### config.mk
export PLATFORM = sky130hd
export DESIGN_NAME = alu_issue_ctrl
export DESIGN_NICKNAME = d
export VERILOG_FILES = /design/src/rtl/alu_pkg.sv /design/src/rtl/alu_cmd_fifo.sv /design/src/rtl/alu_issue_ctrl.sv
export SDC_FILE = /design/constraint.sdc
export NUM_CORES = 1
export LEC_CHECK = 0
export CAP_MARGIN = 20
export CORE_MARGIN = 3
export CORE_UTILIZATION = 25
export DETAILED_ROUTE_END_ITERATION = 10
export GPL_TIMING_DRIVEN = 0
export PLACE_DENSITY = 0.51
export REMOVE_ABC_BUFFERS = 1
export SETUP_SLACK_MARGIN = 0.05
export SYNTH_ARGS = -nofsm -noshare
export SYNTH_HDL_FRONTEND = slang
export SYNTH_SLANG_ARGS = --single-unit
export TNS_END_PERCENT = 5
### constraint.sdc
create_clock -name clk -period 2.1 [get_ports clk]
set_clock_uncertainty 0.1 [all_clocks]
set_input_delay 0.315 -clock clk [delete_from_list [all_inputs] [get_ports clk]]
set_output_delay 0.315 -clock clk [all_outputs]
set_load 0.02 [all_outputs]
### src/rtl/alu_pkg.sv
// Shared types and constants for the ALU command issue stage.
package alu_pkg;

    localparam int DATA_W = 8;

    localparam logic [2:0] OP_ADD  = 3'd0;
    localparam logic [2:0] OP_SUB  = 3'd1;
    localparam logic [2:0] OP_RSUB = 3'd2;
    localparam logic [2:0] OP_OR   = 3'd3;
    localparam logic [2:0] OP_AND  = 3'd4;
    localparam logic [2:0] OP_XOR  = 3'd5;
    localparam logic [2:0] OP_XNOR = 3'd6;
    localparam logic [2:0] OP_NOP  = 3'd7;

    typedef struct packed {
        logic [DATA_W-1:0] a;
        logic [DATA_W-1:0] b;
        logic [2:0]        op;
        logic              use_acc;
    } alu_cmd_t;

    localparam int CMD_W = $bits(alu_cmd_t);

endpackage

### src/rtl/alu_cmd_fifo.sv
// Synchronous command FIFO; extra pointer MSB separates full from empty.
module alu_cmd_fifo
    import alu_pkg::*;
#(
    parameter int DEPTH = 4
) (
    input  logic             clk,
    input  logic             rst_n,
    input  logic             push,
    input  logic             pop,
    input  logic [CMD_W-1:0] din,
    output logic [CMD_W-1:0] head,
    output logic             full,
    output logic             empty
);
    localparam int AW = $clog2(DEPTH);

    logic [CMD_W-1:0] mem [DEPTH];
    logic [AW:0]      wr_ptr;
    logic [AW:0]      rd_ptr;
    logic             do_push;
    logic             do_pop;

    assign full    = (wr_ptr[AW] != rd_ptr[AW]) && (wr_ptr[AW-1:0] == rd_ptr[AW-1:0]);
    assign empty   = (wr_ptr == rd_ptr);
    assign do_push = push && !full;
    assign do_pop  = pop && !empty;
    assign head    = mem[rd_ptr[AW-1:0]];

    always_ff @(posedge clk or negedge rst_n) begin
        if (!rst_n) begin
            wr_ptr <= '0;
            rd_ptr <= '0;
        end else begin
            if (do_push) wr_ptr <= wr_ptr + 1'b1;
            if (do_pop)  rd_ptr <= rd_ptr + 1'b1;
        end
    end

    // Storage is not reset; the empty flag masks stale contents.
    always_ff @(posedge clk) begin
        if (do_push) mem[wr_ptr[AW-1:0]] <= din;
    end

endmodule

### src/rtl/alu_issue_ctrl.sv
// Issue stage ahead of the combinational ALU: command queue, operand drive,
// accumulator forwarding and a single registered result slot.
module alu_issue_ctrl
    import alu_pkg::*;
#(
    parameter int DEPTH = 4
) (
    input  logic              clk,
    input  logic              rst_n,
    input  logic              in_valid,
    output logic              in_ready,
    input  logic [DATA_W-1:0] in_a,
    input  logic [DATA_W-1:0] in_b,
    input  logic [2:0]        in_op,
    input  logic              in_use_acc,
    input  logic              acc_clr,
    output logic [DATA_W-1:0] alu_a,
    output logic [DATA_W-1:0] alu_b,
    output logic [2:0]        alu_oper,
    input  logic [DATA_W-1:0] alu_sum,
    output logic              out_valid,
    input  logic              out_ready,
    output logic [DATA_W-1:0] out_result,
    output logic [2:0]        out_op,
    output logic              out_zero,
    output logic [15:0]       issue_cnt
);
    alu_cmd_t          in_cmd;
    alu_cmd_t          head_cmd;
    logic [CMD_W-1:0]  head_bits;
    logic              full;
    logic              empty;
    logic              issue;
    logic [DATA_W-1:0] acc;

    assign in_cmd   = '{a: in_a, b: in_b, op: in_op, use_acc: in_use_acc};
    assign head_cmd = alu_cmd_t'(head_bits);
    assign in_ready = !full;
    assign issue    = !empty && (!out_valid || out_ready);
    assign out_zero = (out_result == '0);

    alu_cmd_fifo #(.DEPTH(DEPTH)) u_fifo (
        .clk   (clk),
        .rst_n (rst_n),
        .push  (in_valid && in_ready),
        .pop   (issue),
        .din   (in_cmd),
        .head  (head_bits),
        .full  (full),
        .empty (empty)
    );

    always_comb begin
        alu_a    = '0;
        alu_b    = '0;
        alu_oper = OP_NOP;
        if (!empty) begin
            alu_a    = head_cmd.use_acc ? acc : head_cmd.a;
            alu_b    = head_cmd.b;
            alu_oper = head_cmd.op;
        end
    end

    always_ff @(posedge clk or negedge rst_n) begin
        if (!rst_n) begin
            out_valid  <= 1'b0;
            out_result <= '0;
            out_op     <= '0;
            issue_cnt  <= '0;
        end else if (issue) begin
            out_valid  <= 1'b1;
            out_result <= alu_sum;
            out_op     <= head_cmd.op;
            issue_cnt  <= issue_cnt + 16'd1;
        end else if (out_ready) begin
            out_valid  <= 1'b0;
        end
    end

    // Clear wins over an issue update; the issuing command already saw the old value.
    always_ff @(posedge clk or negedge rst_n) begin
        if (!rst_n)       acc <= '0;
        else if (acc_clr) acc <= '0;
        else if (issue)   acc <= alu_sum;
    end

endmodule

==> run metrics, run 1 <==
status complete, but fails checks; failing checks setup timing; Worst-Margin Slew 0.6346 ns; TNS Setup -6.921 ns; CP max-delay cell mux4_2; leak pwr 2.623 nW; area grow syn2layout 42.96%; most common cell after layout, fill and taps aside edfxtp_1; clock buffer count from CTS 17; Register Area 3457 um2; Peak Freq 393.7 MHz; All-Layer GR Usage 10.91%; setup violators final 19; worst rel slew slack 57.60%; setup ws final -0.4401 ns; Vias 2799; Clock power frac 24.7%; Initial Utilization 25.99%; vias in the first global route 3111; Routed Antenna Nets 0; Synth top area share 48.29%; number of enable flip-flop cells after synthesis 80; hold crit path type in2async; Final min period 2.540 ns; RSZ-0062 raised after global routing yes; FF+latch count, synth 122; # DRC 0; r2r endpoint u_fifo.mem[3][18]; share of cells above drive strength 1 32.44%; Seq/Total Area, Yosys 69.42%; CP Launch Point u_fifo.rd_ptr[0]; largest area contributor in the synthesized netlist edfxtp_1; NetSw 0.004103 W; Buf/Inv on CP 4; fin. max-slew vios 0; root buffer cell clkbuf_16; H-tree levels 4; ys async rst share 34.43%; CTS tree built; Int Pwr 0.007929 W; R2R Setup Slk 0.08 ns; part of the cycle the worst path needs 121.0%; worst skew pair latency 0.40 ns; footprint of the multi-input gates 1600 um2; Peak supply drop 0.6667 mV; # fillers 1815; reg2reg path depth 5; Post-Route WL 11210 um; Port-buffer cells 81; Logic pwr share 44.8%; initial DRC count 72; initial antenna violation count 0; commonest cells after routing, fill and taps aside edfxtp_1 (80), clkdlybuf4s50_1 (59), dfrtp_1 (39); Routability Congestion 0.7225; clk sinks 122; Hold Fails Final Rpt 0; kind of cell adding the most delay to the critical path buffers and inverters; Critical Path Stages 6; synthesized cell area 4975 um2; Die H 147.1 um; first-pass GRT wire length 17780 um; Synth area leaders edfxtp_1 (48%), dfrtp_1 (21%), mux4_2 (9.1%); WL/cell 16.73 um; Max Cap Viol 0; 1st-pass router iterations 4; pwr dens 1692 nW/um2; Vias per Instance 4.178; r2r startpoint u_fifo.rd_ptr[0]; Worst Setup End Kind primary output; synth warn 0; Flop pwr share 30.5%; num ports 82; Max FO, Critical Path 6; # diodes 0; Worst Path Required 1.68 ns; core area 19140 um2; setup slack at placement -0.9940 ns; largest net degree at the start of global routing 33; die width 147.1 um; Clock transition at path regs 0.05 ns; Util after Layout 37.15%; Synth cell types 30; predominant post-synthesis flop cell edfxtp_1; crit path DAT 2.13 ns; Sw Ratio 34.10%; FP Rows 50; Avg Cell Area, Syn 17.46 um2; clock buffer depth 2; Mapped Cells 285; die footprint 21630 um2; worst path cell trace buf_12 -> buf_4 -> buf_12 -> mux4_2 -> or2_4 -> buf_4; detailed placement HPWL 7638 um; nets 437; Crit path largest cell delay 0.47 ns; Setup CP Type reg2out; CP Launch Type flip-flop; GR Overflow Total 0
==> Yosys cell counts, types with 4 or more instances <==
library cell and number:
edfxtp_1 80, dfrtp_1 42, mux4_2 20, nor2_1 18
xnor2_1 18, mux2i_1 16, mux2_2 13, and2_1 12
nand3_1 8, xor2_1 7, ha_1 6, nand2_1 6
nand4_1 5, buf_2 4
==> layout make-up <==
| type | instances | share of cell area (%) |
|---|---|---|
| clock buffers | 17 | 5.982 |
| clock inverters | 14 | 2.533 |
| inverters | 2 | 0.1056 |
| multi-input cells | 148 | 22.50 |
| flip-flops and latches | 122 | 48.61 |
| well taps | 260 | 4.574 |
| repair buffers | 107 | 15.69 |
==> sequential cells by signal, indices dropped and copies added (netlist names) <==
name	cells
u_fifo.mem	80
acc	8
u_fifo.wr_ptr	3
out_valid	1
out_result	8
out_op	3
issue_cnt	16
u_fifo.rd_ptr	3
==> repair_timing <==
| action | in CTS | in global routing |
|---|---|---|
| endpoints found under the hold margin | 34 | 0 |
| buffers inserted | 11 | 5 |
| gates resized for setup | 109 | 20 |
| endpoints found under the setup margin | 140 | 73 |
| pin swaps | 11 | 4 |
| hold buffers | 1 | 0 |
==> routing by layer <==
layer	part of all wire [%]	vias up	track usage, %	wire (um)
li1	-	1308	-	-
met1	44	1419	13.33	4914
met2	51	68	18.46	5662
met3	5.1	4	4.164	566
met4	0.56	0	2.377	63
met5	0	-	0	0
==> kinds of logic (layout without fill, tap and decap cells) <==
logic type	count (synthesis)	in the layout	synth area share, %
flops	122	122	69.42
simple gates	65	65	6.992
mux	49	49	15.22
xor+xnor	25	25	4.401
buf+inv	15	140	1.760
fa+ha+maj	6	6	1.509
compound gates	3	3	0.7042
==> through the flow <==
step | hold slack (ns) | cell area, um2 | total power, W | cells
finish | 0.2337 | 7112 | 0.01203 | 670
global route | 0.2411 | 7112 | 0.01273 | 670
global placement | 0.3698 | 6031 | 0.008212 | 613
detailed placement | 0.1213 | 6221 | 0.008591 | 621
floorplan | -0.08059 | 4895 | 0.006290 | 272
CTS | 0.2239 | 6970 | 0.01191 | 664
==> worst max-delay path by stage <==
stage	end	slack, ns
final	alu_oper[1]	-0.44
after global routing	alu_a[6]	-0.54
after CTS	alu_a[5]	-0.50
after detailed placement	alu_b[1]	-0.99
after global placement	alu_oper[1]	-2.37
after floorplan	out_result[0]	-0.67
==> power by group through the flow <==
| stage | Clock [W] | Sequential [W] | Combinational (W) |
|---|---|---|---|
| 2_1_floorplan | 0 | 0.00394 | 0.00235 |
| 3_3_place_gp | 0 | 0.00389 | 0.00433 |
| 3_5_place_dp | 0 | 0.00373 | 0.00486 |
| 4_1_cts | 0.00305 | 0.00365 | 0.00521 |
| 5_1_grt | 0.00318 | 0.00375 | 0.00580 |
| 6_report | 0.00297 | 0.00368 | 0.00539 |
Note: power is estimated with default switching activity, not from simulation.
==> run 2: changes to the inputs <==
- MAX_ROUTING_LAYER: not set -> met4
==> run 2 against run 1 <==
- the run still ends with setup timing left
- fmax grew 0.16%
- cell area unchanged
- sequential cell count unchanged
- wire length is 0.12% higher
- first-iteration DRC count up 9.7%
- combinational power about the same
- clock power hardly changed
- critical path depth unchanged
- total power is essentially flat
- cell count unchanged
- worst hold slack about the same
- critical path type unchanged
- critical endpoint is now alu_a[6]
- largest cell class unchanged
==> run metrics, run 2 (synthesized netlist as in run 1, its figures left out) <==
status complete, but fails checks (unchanged); failing checks setup timing (unchanged); Worst-Margin Slew 0.6427 ns (was 0.6346 ns); pwr dens 1691 nW/um2 (was 1692 nW/um2); fin. max-slew vios 0 (unchanged); nets 437 (unchanged); share of cells above drive strength 1 32.44% (unchanged); vias in the first global route 3113 (was 3111); Clock power frac 24.7% (about the same); initial antenna violation count 0 (unchanged); Hold Fails Final Rpt 0 (unchanged); # diodes 0 (unchanged); worst skew pair latency 0.40 ns (about the same); Worst Setup End Kind primary output (unchanged); # DRC 0 (unchanged); Logic pwr share 44.7% (was 44.8%); Post-Route WL 11220 um (was 11210 um); All-Layer GR Usage 11.21% (was 10.91%); NetSw 0.004098 W (was 0.004103 W); CP Launch Point u_fifo.rd_ptr[0] (unchanged); GR Overflow Total 0 (unchanged); Vias 2796 (was 2799); worst rel slew slack 57.06% (was 57.60%); Vias per Instance 4.173 (was 4.178); Clock transition at path regs 0.05 ns (about the same); Register Area 3457 um2 (unchanged); die footprint 21630 um2 (unchanged); leak pwr 2.623 nW (unchanged); r2r startpoint u_fifo.rd_ptr[0] (unchanged); clock buffer depth 2 (unchanged); H-tree levels 4 (unchanged); Design Power 0.01203 W (about the same); hold crit path type in2async (unchanged); Die H 147.1 um (unchanged); Initial Utilization 25.99% (unchanged); CP Launch Type flip-flop (unchanged); Final min period 2.536 ns (was 2.540 ns); Peak supply drop 0.6666 mV (was 0.6667 mV); CTS tree built (unchanged); max FFs per register 80 (unchanged); Routability Congestion 0.7311 (was 0.7225); Peak Freq 394.3 MHz (was 393.7 MHz); initial DRC count 79 (was 72); first-pass GRT wire length 17750 um (was 17780 um); die width 147.1 um (unchanged); Setup CP Type reg2out (unchanged); Worst Path Required 1.68 ns (about the same); area grow syn2layout 42.96% (unchanged); Port-buffer cells 81 (unchanged); WL/cell 16.74 um (was 16.73 um); 1st-pass router iterations 4 (unchanged); setup slack at placement -0.9940 ns (unchanged); Routed Antenna Nets 0 (unchanged); most common cell after layout, fill and taps aside edfxtp_1 (unchanged); core area 19140 um2 (unchanged); num ports 82 (unchanged); Flop pwr share 30.6% (was 30.5%); commonest cells after routing, fill and taps aside edfxtp_1 (80), clkdlybuf4s50_1 (59), dfrtp_1 (39) (unchanged); worst path cell trace buf_12 -> mux4_2 -> buf_6 -> mux2i_1 -> nor2_1 -> buf_4 (was buf_12 -> buf_4 -> buf_12 -> mux4_2 -> or2_4 -> buf_4); FP Rows 50 (unchanged); RSZ-0062 raised after global routing yes (unchanged); clk sinks 122 (unchanged); final instance area 7112 um2 (unchanged); setup ws final -0.4361 ns (was -0.4401 ns); Crit path largest cell delay 0.62 ns (was 0.47 ns); Post-DP Area 6221 um2 (unchanged); root buffer cell clkbuf_16 (unchanged); part of the cycle the worst path needs 120.8% (was 121.0%); Sw Ratio 34.07% (was 34.10%); setup violators final 19 (unchanged); Max Cap Viol 0 (unchanged); largest net degree at the start of global routing 33 (unchanged); crit path DAT 2.12 ns (was 2.13 ns); # fillers 1815 (unchanged); CP max-delay cell mux4_2 (unchanged); detailed placement HPWL 7638 um (unchanged); Hold WS 0.2333 ns (was 0.2337 ns); clock buffer count from CTS 17 (unchanged); Max FO, Critical Path 6 (unchanged); Int Pwr 0.007930 W (was 0.007929 W); footprint of the multi-input gates 1600 um2 (unchanged)
run 2: metrics by stage:
| step | cells | utilization (%) | TNS (ns) |
|---|---|---|---|
| after global routing | 670 | 37.15 | -8.899 |
| after global placement | 613 | 31.50 | -244.27 |
| final | 670 | 37.15 | -6.894 |
| after detailed placement | 621 | 32.50 | -76.02 |
| after CTS | 664 | 36.41 | -15.88 |
| after floorplan | 272 | - | -69.02 |
run 2: repair_timing:
action | 4_1_cts | 5_1_grt
endpoints found under the hold margin | 34 | 0
buffers inserted | 11 | 5
setup endpoints to repair | 140 | 73
pin swaps | 11 | 4
hold buffers | 1 | 0
gates resized for setup | 109 | 20
run 2: routing by layer:
layer / GRT usage (%) / routed length, um / up-vias / share of wire, %
met5: - / 0 / - / 0
met4: 2.377 / 63 / 0 / 0.56
met3: 4.164 / 570 / 4 / 5.1
met2: 18.36 / 5677 / 70 / 51
met1: 13.35 / 4908 / 1414 / 44
li1: - / - / 1308 / -
run 2: cell type report:
class / count / share of cell area, %
Clock inverter: 14 / 2.533
Sequential cell: 122 / 48.61
Inverter: 2 / 0.1056
Clock buffer: 17 / 5.982
Timing Repair Buffer: 107 / 15.69
Multi-Input combinational cell: 148 / 22.50
Tap cell: 260 / 4.574
run 2: path summary, 6_finish.rpt:
path / to / slack [ns] / depth (start not counted)
setup / recovery: alu_a[6] / -0.44 / 6
hold / removal: out_result[3] / 0.23 / 2
setup reg to reg: u_fifo.mem[3][18] / 0.08 / 5
hold reg to reg: issue_cnt[15] / 0.38 / 1
max in group asynchronous: u_fifo.rd_ptr[0] / 1.19 / 3
min in group clk: issue_cnt[15] / 0.38 / 1
run 2: power groups by stage:
stage	Sequential, W	Combinational, W	Clock, W
floorplan	0.00394	0.00235	0
global placement	0.00389	0.00433	0
detailed placement	0.00373	0.00486	0
CTS	0.00365	0.00521	0.00305
global route	0.00375	0.00580	0.00318
finish	0.00368	0.00538	0.00297
run 2: worst max-delay path: cells and delay by family (launching register included):
family | cells | cell delay [ns]
buffers and inverters | 3 | 0.46
DFF | 1 | 0.39
muxes | 2 | 0.73
and+or+nand+nor | 1 | 0.15
==> run 3: changes to the inputs <==
- ABC_AREA: not set -> 1
==> run 3 against run 2 <==
- the flow still finishes with violations (setup timing)
- non-clock buffer count rose by 19
- critical endpoint is now alu_a[3]
- worst hold slack improved by 0.031 ns
- count of clock-buffer cells in the layout grew 2
- sequential cell count is the same
- cell area rose by 12%
- largest cell class unchanged
- area after synthesis up 9.2%
- register-to-register slack worse by 0.23 ns
- critical path depth up 2
- via count increased by 56%
- cell count rose by 43%
- first-iteration DRC count grew to 2.9 times the previous value
- combinational power is 26% higher
==> run metrics, run 3 <==
status complete, but fails checks (unchanged); failing checks setup timing (unchanged); Routability Congestion 0.7718 (was 0.7311); largest net degree at the start of global routing 35 (was 33); predominant post-synthesis flop cell edfxtp_1 (unchanged); Hold WS 0.2648 ns (was 0.2333 ns); Post-DP Area 6558 um2 (was 6221 um2); hold crit path type in2async (unchanged); number of enable flip-flop cells after synthesis 80 (unchanged); worst skew pair latency 0.41 ns (was 0.40 ns); clock buffer count from CTS 17 (unchanged); pwr dens 1667 nW/um2 (was 1691 nW/um2); Peak supply drop 0.7311 mV (was 0.6666 mV); CP max-delay cell dfrtp_4 (was mux4_2); Hold Fails Final Rpt 0 (unchanged); Buf/Inv on CP 3 (unchanged); RSZ-0062 raised after global routing yes (unchanged); Setup CP Type reg2out (unchanged); 1st-pass router iterations 5 (was 4); Die H 153.4 um (was 147.1 um); final instance area 7969 um2 (was 7112 um2); num ports 82 (unchanged); setup violators final 21 (was 19); GR Overflow Total 0 (unchanged); clk sinks 122 (unchanged); initial antenna violation count 2 (was 0); commonest cells after routing, fill and taps aside nand2_1 (119), edfxtp_1 (80), nor2_1 (63) (was edfxtp_1 (80), clkdlybuf4s50_1 (59), dfrtp_1 (39)); vias in the first global route 4331 (was 3113); Crit path largest cell delay 0.58 ns (was 0.62 ns); Port-buffer cells 81 (unchanged); H-tree levels 4 (unchanged); Mapped Cells 543 (was 285); Worst Path Required 1.68 ns (about the same); Vias per Instance 4.533 (was 4.173); synth warn 0 (unchanged); Final min period 2.374 ns (was 2.536 ns); Synth area leaders edfxtp_1 (44%), dfrtp_1 (19%), nand2_1 (8.6%) (was edfxtp_1 (48%), dfrtp_1 (21%), mux4_2 (9.1%)); Seq/Total Area, Yosys 63.58% (was 69.42%); first-pass GRT wire length 23960 um (was 17750 um); # DRC 0 (unchanged); max FFs per register 80 (unchanged); die footprint 23530 um2 (was 21630 um2); root buffer cell clkbuf_16 (unchanged); Synth cell types 26 (was 30); leak pwr 3.211 nW (was 2.623 nW); Vias 4356 (was 2796); crit path DAT 1.96 ns (was 2.12 ns); kind of cell adding the most delay to the critical path flip-flops (was multiplexers); Clock transition at path regs 0.06 ns (was 0.05 ns); clock buffer depth 2 (unchanged); FP Rows 53 (was 50); Synth top area share 44.23% (was 48.29%); largest area contributor in the synthesized netlist edfxtp_1 (unchanged); All-Layer GR Usage 13.68% (was 11.21%); worst path cell trace buf_16 -> nand2_2 -> nand3_4 -> nand2_4 -> buf_12 -> o21ai_2 -> nor2_2 -> buf_6 (was buf_12 -> mux4_2 -> buf_6 -> mux2i_1 -> nor2_1 -> buf_4); initial DRC count 232 (was 79); top post-synthesis cells by count nand2_1 (125), nor2_1 (83), edfxtp_1 (80) (was edfxtp_1 (80), dfrtp_1 (42), mux4_2 (20)); WL/cell 16.42 um (was 16.74 um); Avg Cell Area, Syn 10.00 um2 (was 17.46 um2); setup ws final -0.2741 ns (was -0.4361 ns); die width 153.4 um (was 147.1 um); Initial Utilization 25.68% (was 25.99%); fin. max-slew vios 0 (unchanged); count leader, synth nand2_1 (was edfxtp_1); synthesized cell area 5431 um2 (was 4975 um2); FF+latch count, synth 122 (unchanged); share of cells above drive strength 1 22.08% (was 32.44%); Worst Setup End Kind primary output (unchanged); detailed placement HPWL 9392 um (was 7638 um); CP Launch Type flip-flop (unchanged); worst rel slew slack 54.21% (was 57.06%); most common cell after layout, fill and taps aside nand2_1 (was edfxtp_1); Worst-Margin Slew 0.6852 ns (was 0.6427 ns); CTS tree built (unchanged); Max FO, Critical Path 7 (was 6); # fillers 2031 (was 1815); ys async rst share 34.43% (unchanged); Post-Route WL 15780 um (was 11220 um); Max Cap Viol 0 (unchanged); Routed Antenna Nets 0 (unchanged); core area 21150 um2 (was 19140 um2); area grow syn2layout 46.72% (was 42.96%); nets 711 (was 437); part of the cycle the worst path needs 113.1% (was 120.8%); Peak Freq 421.2 MHz (was 394.3 MHz); Util after Layout 37.67% (was 37.15%)
==> run 3: repair_timing <==
action	in CTS	in global routing
hold buffers	1	0
cloned	8	1
setup endpoints to repair	143	125
resized for setup	183	38
hold endpoints to repair	16	0
buffers inserted	31	5
pin swaps	27	12
==> run 3: layer usage <==
| metal | track usage [%] | up-vias | share of wire [%] |
|---|---|---|---|
| met2 | 22.14 | 150 | 50 |
| met5 | - | - | 0 |
| met3 | 4.388 | 19 | 6.5 |
| li1 | - | 2097 | - |
| met4 | 4.500 | 0 | 1.4 |
| met1 | 16.26 | 2090 | 42 |
==> run 3: report_power, final <==
part	total, W	internal [W]	switching (W)	leakage, nW
Sequential	0.00363	0.00322	0.000412	1.27
Combinational	0.00676	0.00287	0.00388	1.67
Clock	0.00290	0.00185	0.00105	0.272
==> run 3: cell type report <==
cell class / count / area, um2 / share of cell area (%)
Sequential cell: 122 / 3461 / 43.43
Multi-Input combinational cell: 355 / 1906 / 23.91
Timing Repair Buffer: 126 / 1406 / 17.65
Clock buffer: 19 / 432.9 / 5.433
Tap cell: 275 / 344.1 / 4.318
Inverter: 46 / 224.0 / 2.810
Clock inverter: 12 / 151.4 / 1.900
Timing Repair inverter: 4 / 38.79 / 0.4867
Antenna cell: 2 / 5.005 / 0.06280
==> run 3: through the flow <==
stage,setup TNS [ns],total power (W),instances,worst slack [ns]
2_1_floorplan,-114.26,0.006237,520,-1.114
3_3_place_gp,-347.92,0.008310,876,-2.713
3_5_place_dp,-186.40,0.008539,882,-1.763
4_1_cts,-14.31,0.01286,953,-0.2677
5_1_grt,-5.857,0.01405,961,-0.3574
6_report,-4.243,0.01328,961,-0.2741
==> run 3: cells by family after synthesis <==
kind of cell               Yosys count  synth area share, %
DFF                                122                63.58
adders and majority gates            6                1.382
buffers and inverters               69                6.058
AOI/OAI and AO/OA                   80                7.786
and+or+nand+nor                    256                19.58
xor gates and xnor gates            10                1.612
==> run 3: path summary, 6_finish.rpt <==
check                                  from               end  slack [ns]  cells after the start
max reg2reg                u_fifo.rd_ptr[1]         out_op[2]       -0.15                     15
min                                   rst_n         out_valid        0.26                      2
min in group clk                  out_op[0]         out_op[0]        0.38                      2
max                        u_fifo.rd_ptr[0]          alu_a[3]       -0.27                      8
max in group asynchronous             rst_n  u_fifo.rd_ptr[0]        1.13                      3
min reg2reg                       out_op[0]         out_op[0]        0.38                      2
==> run 3: worst reg2reg max path, delay by kind of cell (launching register included) <==
family,cells,cell delay (ns)
AO/OA/AOI/OAI,2,0.19
buffers and inverters,10,1.25
AND/OR/NAND/NOR,3,0.15
flip-flops,1,0.50
==> variant 1, RTL diff (flow settings as in run 3) <==
The package constant `DATA_W` goes from 8 to 12.
--- a/src/rtl/alu_pkg.sv
+++ b/src/rtl/alu_pkg.sv
@@ -2,5 +2,5 @@
 package alu_pkg;
 
-    localparam int DATA_W = 8;
+    localparam int DATA_W = 12;
 
     localparam logic [2:0] OP_ADD  = 3'd0;
Interface: changed (6 resized); port bits go from 82 to 106. The function was not compared with the original's and may differ.
==> variant 1 against run 3 <==
The flow still finishes with violations (setup timing); worst setup slack got worse by 90 ps; wire length increased by 29%; power increased by 22%; sequential cell count increased by 40; area after synthesis is 29% higher; cell area grew 25%; global-route usage up 0.38 points; die area increased by 28%; via count is 21% higher; sequential power up 31%; final cell count rose by 26%; critical path type unchanged; largest power group unchanged.
==> variant 1: results (changes against run 3) <==
stage,metric,value,unit,change
sta,setup_slack,-364,ps,-90.2 ps
power_and_ir_drop,p_switching,7.00,mW,+31%
power_and_ir_drop,cellPowerDensity,1640,mW/mm²,-1.9%
sta,setup_violations,105,,+400%
power_and_ir_drop,pwr-share-comb,51.8,%,+0.9 points
global_route,antenna_found_initial,1,,-1
placed_design,place.gp.congestion,0.781,,+1.2%
synth,yosysSeqAreaShare,66.0,%,+2.4 points
synth,synth.distinct_cells,28,,+7.7%
outcome,status,finished with violations,,
worst_setup_path,r2r_end,u_fifo.mem[3][12]$_DFFE_PP_,,
sta,slew_headroom,52.9,%,-1.4 points
synth,synth_commonest_cells,"nand2_1 (164), edfxtp_1 (112), nor2_1 (108)",,
placed_design,dpl-instance-area,0.00847,mm²,+29%
cells_and_area,area_growth,42.1,%,
sta,setup_tns,-11550,ps,-7310 ps
synth,avgSynthCellArea,10.3,µm²,+3.4%
synth,synth_edf_count,112,,+40%
global_route,grt_pass1_wl,31200,µm,+30%
synth,yosys.area_share.adder,1.07,%,-0.31 points
placed_design,place_ws,-1760,ps,+1.77 ps
global_route,globalRouteTotalUtil,14.1,%,+0.38 points
outcome,violations,setup timing,,
global_route,use_met2,23.1,%,+0.99 points
detailed_routing,drtPass1Iterations,4,,-1
cells_and_area,drive_above_1_share,23.3,%,+1.2 points
power_and_ir_drop,power_leakage,3.91,nW,+22%
synth,async_reset_ff_share,30.9,%,-3.6 points
synth,synth_area_leaders,"edfxtp_1 (48%), dfrtp_1 (18%), nand2_1 (8.8%)",,
## variant 1: cell types whose count changed after synthesis, moves of 5 or more
cell / run 3 / this run
o21ai_0: 52 / 66
dfrtp_1: 42 / 50
inv_1: 43 / 34
edfxtp_1: 80 / 112
nor2_1: 83 / 108
nand2_1: 125 / 164
clkbuf_1: 5 / 10
o22ai_1: 9 / 15
## variant 1: repair_timing
| action | 4_1_cts | 5_1_grt |
|---|---|---|
| buffers inserted | 33 | 2 |
| gates cloned | 13 | 0 |
| resized for setup | 243 | 33 |
| endpoints found under the setup margin | 191 | 182 |
| hold buffers | 1 | 0 |
| pin swaps | 39 | 8 |
| endpoints found under the hold margin | 15 | 0 |
## variant 1: cell families after synthesis
kind of cell | count (synthesis)
buffers and inverters | 72
and+or+nand+nor | 328
DFF | 162
adders and majority gates | 6
xor gates and xnor gates | 11
AOI/OAI and AO/OA | 97
## variant 1: per-layer routing
metal | part of all wire (%) | wire length, µm
met2 | 49 | 9910
met5 | 0 | 0
met1 | 44 | 9010
met4 | 2.0 | 414
met3 | 4.8 | 985
## variant 1: how the worst min path moves through the flow
stage                                         to  slack, ps  cells after the start
global placement           out_op[1]$_DFFE_PN0P_        370                      2
CTS                 u_fifo.wr_ptr[2]$_DFFE_PN0P_        280                      2
floorplan                     acc[0]$_DFFE_PN0P_        -80                      0
finish                        acc[9]$_DFFE_PN0P_        270                      2
global route                  acc[9]$_DFFE_PN0P_        310                      2
detailed placement  u_fifo.wr_ptr[2]$_DFFE_PN0P_        180                      1
## variant 1: layout make-up
cell class,count,share of cell area [%]
repair buffers,149,16.0
clock buffers,17,4.28
multi-input cells,447,24.2
inverters,38,1.91
repair inverters,6,0.718
well taps,372,4.69
clock inverters,15,1.60
diodes,1,0.0252
flip-flops and latches,162,46.5
==> variant 2, RTL diff (settings of run 3) <==
Without the edit above. Put one more register stage on the output `issue_cnt`, with the module's reset. The value now appears one clock later. The other outputs are not delayed to match.
--- a/src/rtl/alu_issue_ctrl.sv
+++ b/src/rtl/alu_issue_ctrl.sv
@@ -26,4 +26,6 @@
     output logic [15:0]       issue_cnt
 );
+
+    logic [15:0] issue_cnt_s0;
     alu_cmd_t          in_cmd;
     alu_cmd_t          head_cmd;
@@ -67,10 +69,10 @@
             out_result <= '0;
             out_op     <= '0;
-            issue_cnt  <= '0;
+            issue_cnt_s0 <= '0;
         end else if (issue) begin
             out_valid  <= 1'b1;
             out_result <= alu_sum;
             out_op     <= head_cmd.op;
-            issue_cnt  <= issue_cnt + 16'd1;
+            issue_cnt_s0 <= issue_cnt_s0 + 16'd1;
         end else if (out_ready) begin
             out_valid  <= 1'b0;
@@ -85,4 +87,12 @@
     end
 
+    always_ff @(posedge clk or negedge rst_n) begin
+        if (!rst_n) begin
+            issue_cnt <= '0;
+        end else begin
+            issue_cnt <= issue_cnt_s0;
+        end
+    end
+
 endmodule
 
Formal check against the unedited RTL: not equivalent (Yosys sat finds a counterexample within 4 cycles, from zero or initial values and one cycle with rst_n low).
==> variant 2 against run 3 <==
Wire length decreased by 4.7%; power increased by 2.5%; maximum frequency increased by 0.18%; utilization decreased by 0.95 points; sequential cell count increased by 16; worst hold slack improved by 34 ps; cell area increased by 5.0%; synthesized cell count increased by 2.4%; worst setup slack improved by 4.3 ps; the run still ends with setup timing left; via count decreased by 4.4%; area after synthesis increased by 7.3%; combinational power decreased by 3.3%; non-clock buffer count decreased by 11.
==> variant 2: results (changes against run 3) <==
stage,metric,value,unit,change
synth,synth_edf_count,80,,unchanged
clocking,numCtsBuffers,17,,unchanged
worst_setup_path,path_max_fanout,6,,-1
cells_and_area,layout.nets,716,,+0.70%
sta,slew_headroom,62.1,%,+7.9 points
detailed_routing,initialDrtViolationCount,239,,+3.0%
synth,async_reset_ff_share,42.0,%,+7.6 points
placed_design,place.gp.congestion,0.804,,+4.2%
synth,synth_flop_cell,edfxtp_1,,
clocking,cts_root_buf,clkbuf_16,,
clocking,clock_latency,420,ps,
placed_design,hpwl,8640,µm,-8.0%
cells_and_area,drive_above_1_share,23.0,%,+0.97 points
synth,yosysSeqAreaShare,66.1,%,+2.5 points
global_route,antenna_found_initial,0,,-2
hold_path,min_path_type,input port to asynchronous set/reset pin,,
cells_and_area,largest_reg_flops,80,,unchanged
synth,synth_warnings,0,,unchanged
synth,synth_area_leaders,"edfxtp_1 (41%), dfrtp_1 (25%), nand2_1 (7.7%)",,
cells_and_area,layout.cells.non_filler,1003,,+4.4%
detailed_routing,drtPass1Iterations,6,,+1
worst_setup_path,reg2reg_depth,7,,-8
worst_setup_path,crit_arrival,1950,ps,
power_and_ir_drop,ir_drop,0.000652,V,-11%
global_route,grt_max_degree,40,,+14%
synth,synth.distinct_cells,26,,unchanged
synth,synth_commonest_cells,"nand2_1 (119), edfxtp_1 (80), nor2_1 (80)",,
synth,yosysMostFrequentCell,nand2_1,,
global_route,grt_pass1_wl,23100,µm,-3.4%
detailed_routing,post_drt_wl_per_cell,15.0,µm,-8.7%
synth,syn_inst,556,,+2.4%
placed_design,place_ws,-1710,ps,+51.5 ps
cells_and_area,antenna_cells,0,,-2
sta,report.final.slew_viol_count,0,,unchanged
power_and_ir_drop,power_leakage,3.39,nW,+5.4%
cells_and_area,nFillCells,2269,,+12%
sta,setup_violations,86,,+310%
outcome,status,finished with violations,,
outcome,violations,setup timing,,
clocking,htree_levels,4,,unchanged
sta,setup_slack,-270,ps,+4.25 ps
clocking,clockBufferDepth,2,,unchanged
clocking,cts.clk_slew.worst_paths,60,ps,about the same
global_route,globalRouteTotalUtil,12.6,%,-1.1 points
placed_design,portBuffers,81,,unchanged
detailed_routing,vias,4166,,-4.4%
global_route,grt_pass1_vias,4072,,-6.0%
placed_design,dp_cells,934,,+5.9%
-- variant 2: changes by cell type after synthesis, moves of 3 or more --
cell,run 3,this run
buf_6,5,2
o21ai_2,3,7
nand2_1,125,119
nand2_2,2,8
o21ai_1,13,10
dfrtp_1,42,58
nor2_1,83,80
-- variant 2: logic make-up after synthesis --
family	count (synthesis)	synth area share, %
XOR/XNOR	9	1.35
flip-flops	138	66.1
AND/OR/NAND/NOR	255	18.4
buffers and inverters	68	5.32
AO/OA/AOI/OAI	80	7.54
adder cells (fa/ha/maj)	6	1.29
-- variant 2: where the power goes --
part	total (mW)	switching, mW	internal (mW)
Combinational	6.54	3.88	2.66
Sequential	4.03	0.424	3.60
Clock	3.05	1.17	1.88
-- variant 2: final cells by class --
type                            count  area, µm²  share of cell area [%]
Clock inverter                     14        171                    2.05
Clock buffer                       18        429                    5.13
Timing Repair inverter              6       81.3                   0.972
Multi-Input combinational cell    353       1960                    23.5
Tap cell                          313        392                    4.68
Timing Repair Buffer              115       1240                    14.9
Sequential cell                   138       3860                    46.2
Inverter                           46        223                    2.66
-- variant 2: final timing paths --
path	end	slack, ps	start
max in group asynchronous	acc[3]$_DFFE_PN0P_	1020	rst_n
max	alu_a[6]	-270	u_fifo.rd_ptr[0]$_DFFE_PN0P_
min	issue_cnt[3]$_DFF_PN0_	300	rst_n
max reg2reg	u_fifo.mem[3][10]$_DFFE_PP_	-150	u_fifo.rd_ptr[0]$_DFFE_PN0P_
min in group clk	issue_cnt[15]$_DFF_PN0_	320	issue_cnt_s0[15]$_DFFE_PN0P_
min reg2reg	issue_cnt[15]$_DFF_PN0_	320	issue_cnt_s0[15]$_DFFE_PN0P_
-- variant 2: stage by stage --
stage | setup TNS (ps) | area (µm²)
global placement | -411900 | 6900
detailed placement | -165040 | 7020
global route | -23350 | 8360
floorplan | -118630 | 5700
finish | -10380 | 8360
CTS | -11200 | 8230
-- variant 2: per-layer routing --
layer | wire length, µm | global-route usage, % | up-vias
met3 | 622 | 3.32 | 14
met1 | 6850 | 16.0 | 1936
met5 | 0 | - | -
li1 | - | - | 2125
met4 | 178 | 3.93 | 0
met2 | 7380 | 19.8 | 91
-- variant 2: critical path, cell delays in order (launching register included) --
cell,delay [ps]
dfrtp_4,540
buf_16,190
inv_12,70
o21ai_0,70
o22ai_1,230
nor2_1,80
nor2_1,160
buf_4,170
-- variant 2: timing repair --
action                                  4_1_cts  5_1_grt
gates resized for setup                     185       43
cloned                                       10        1
hold buffers                                  1        0
pin swaps                                    21       23
endpoints found under the setup margin      143      139
endpoints found under the hold margin        19        0
setup buffers                                23        2
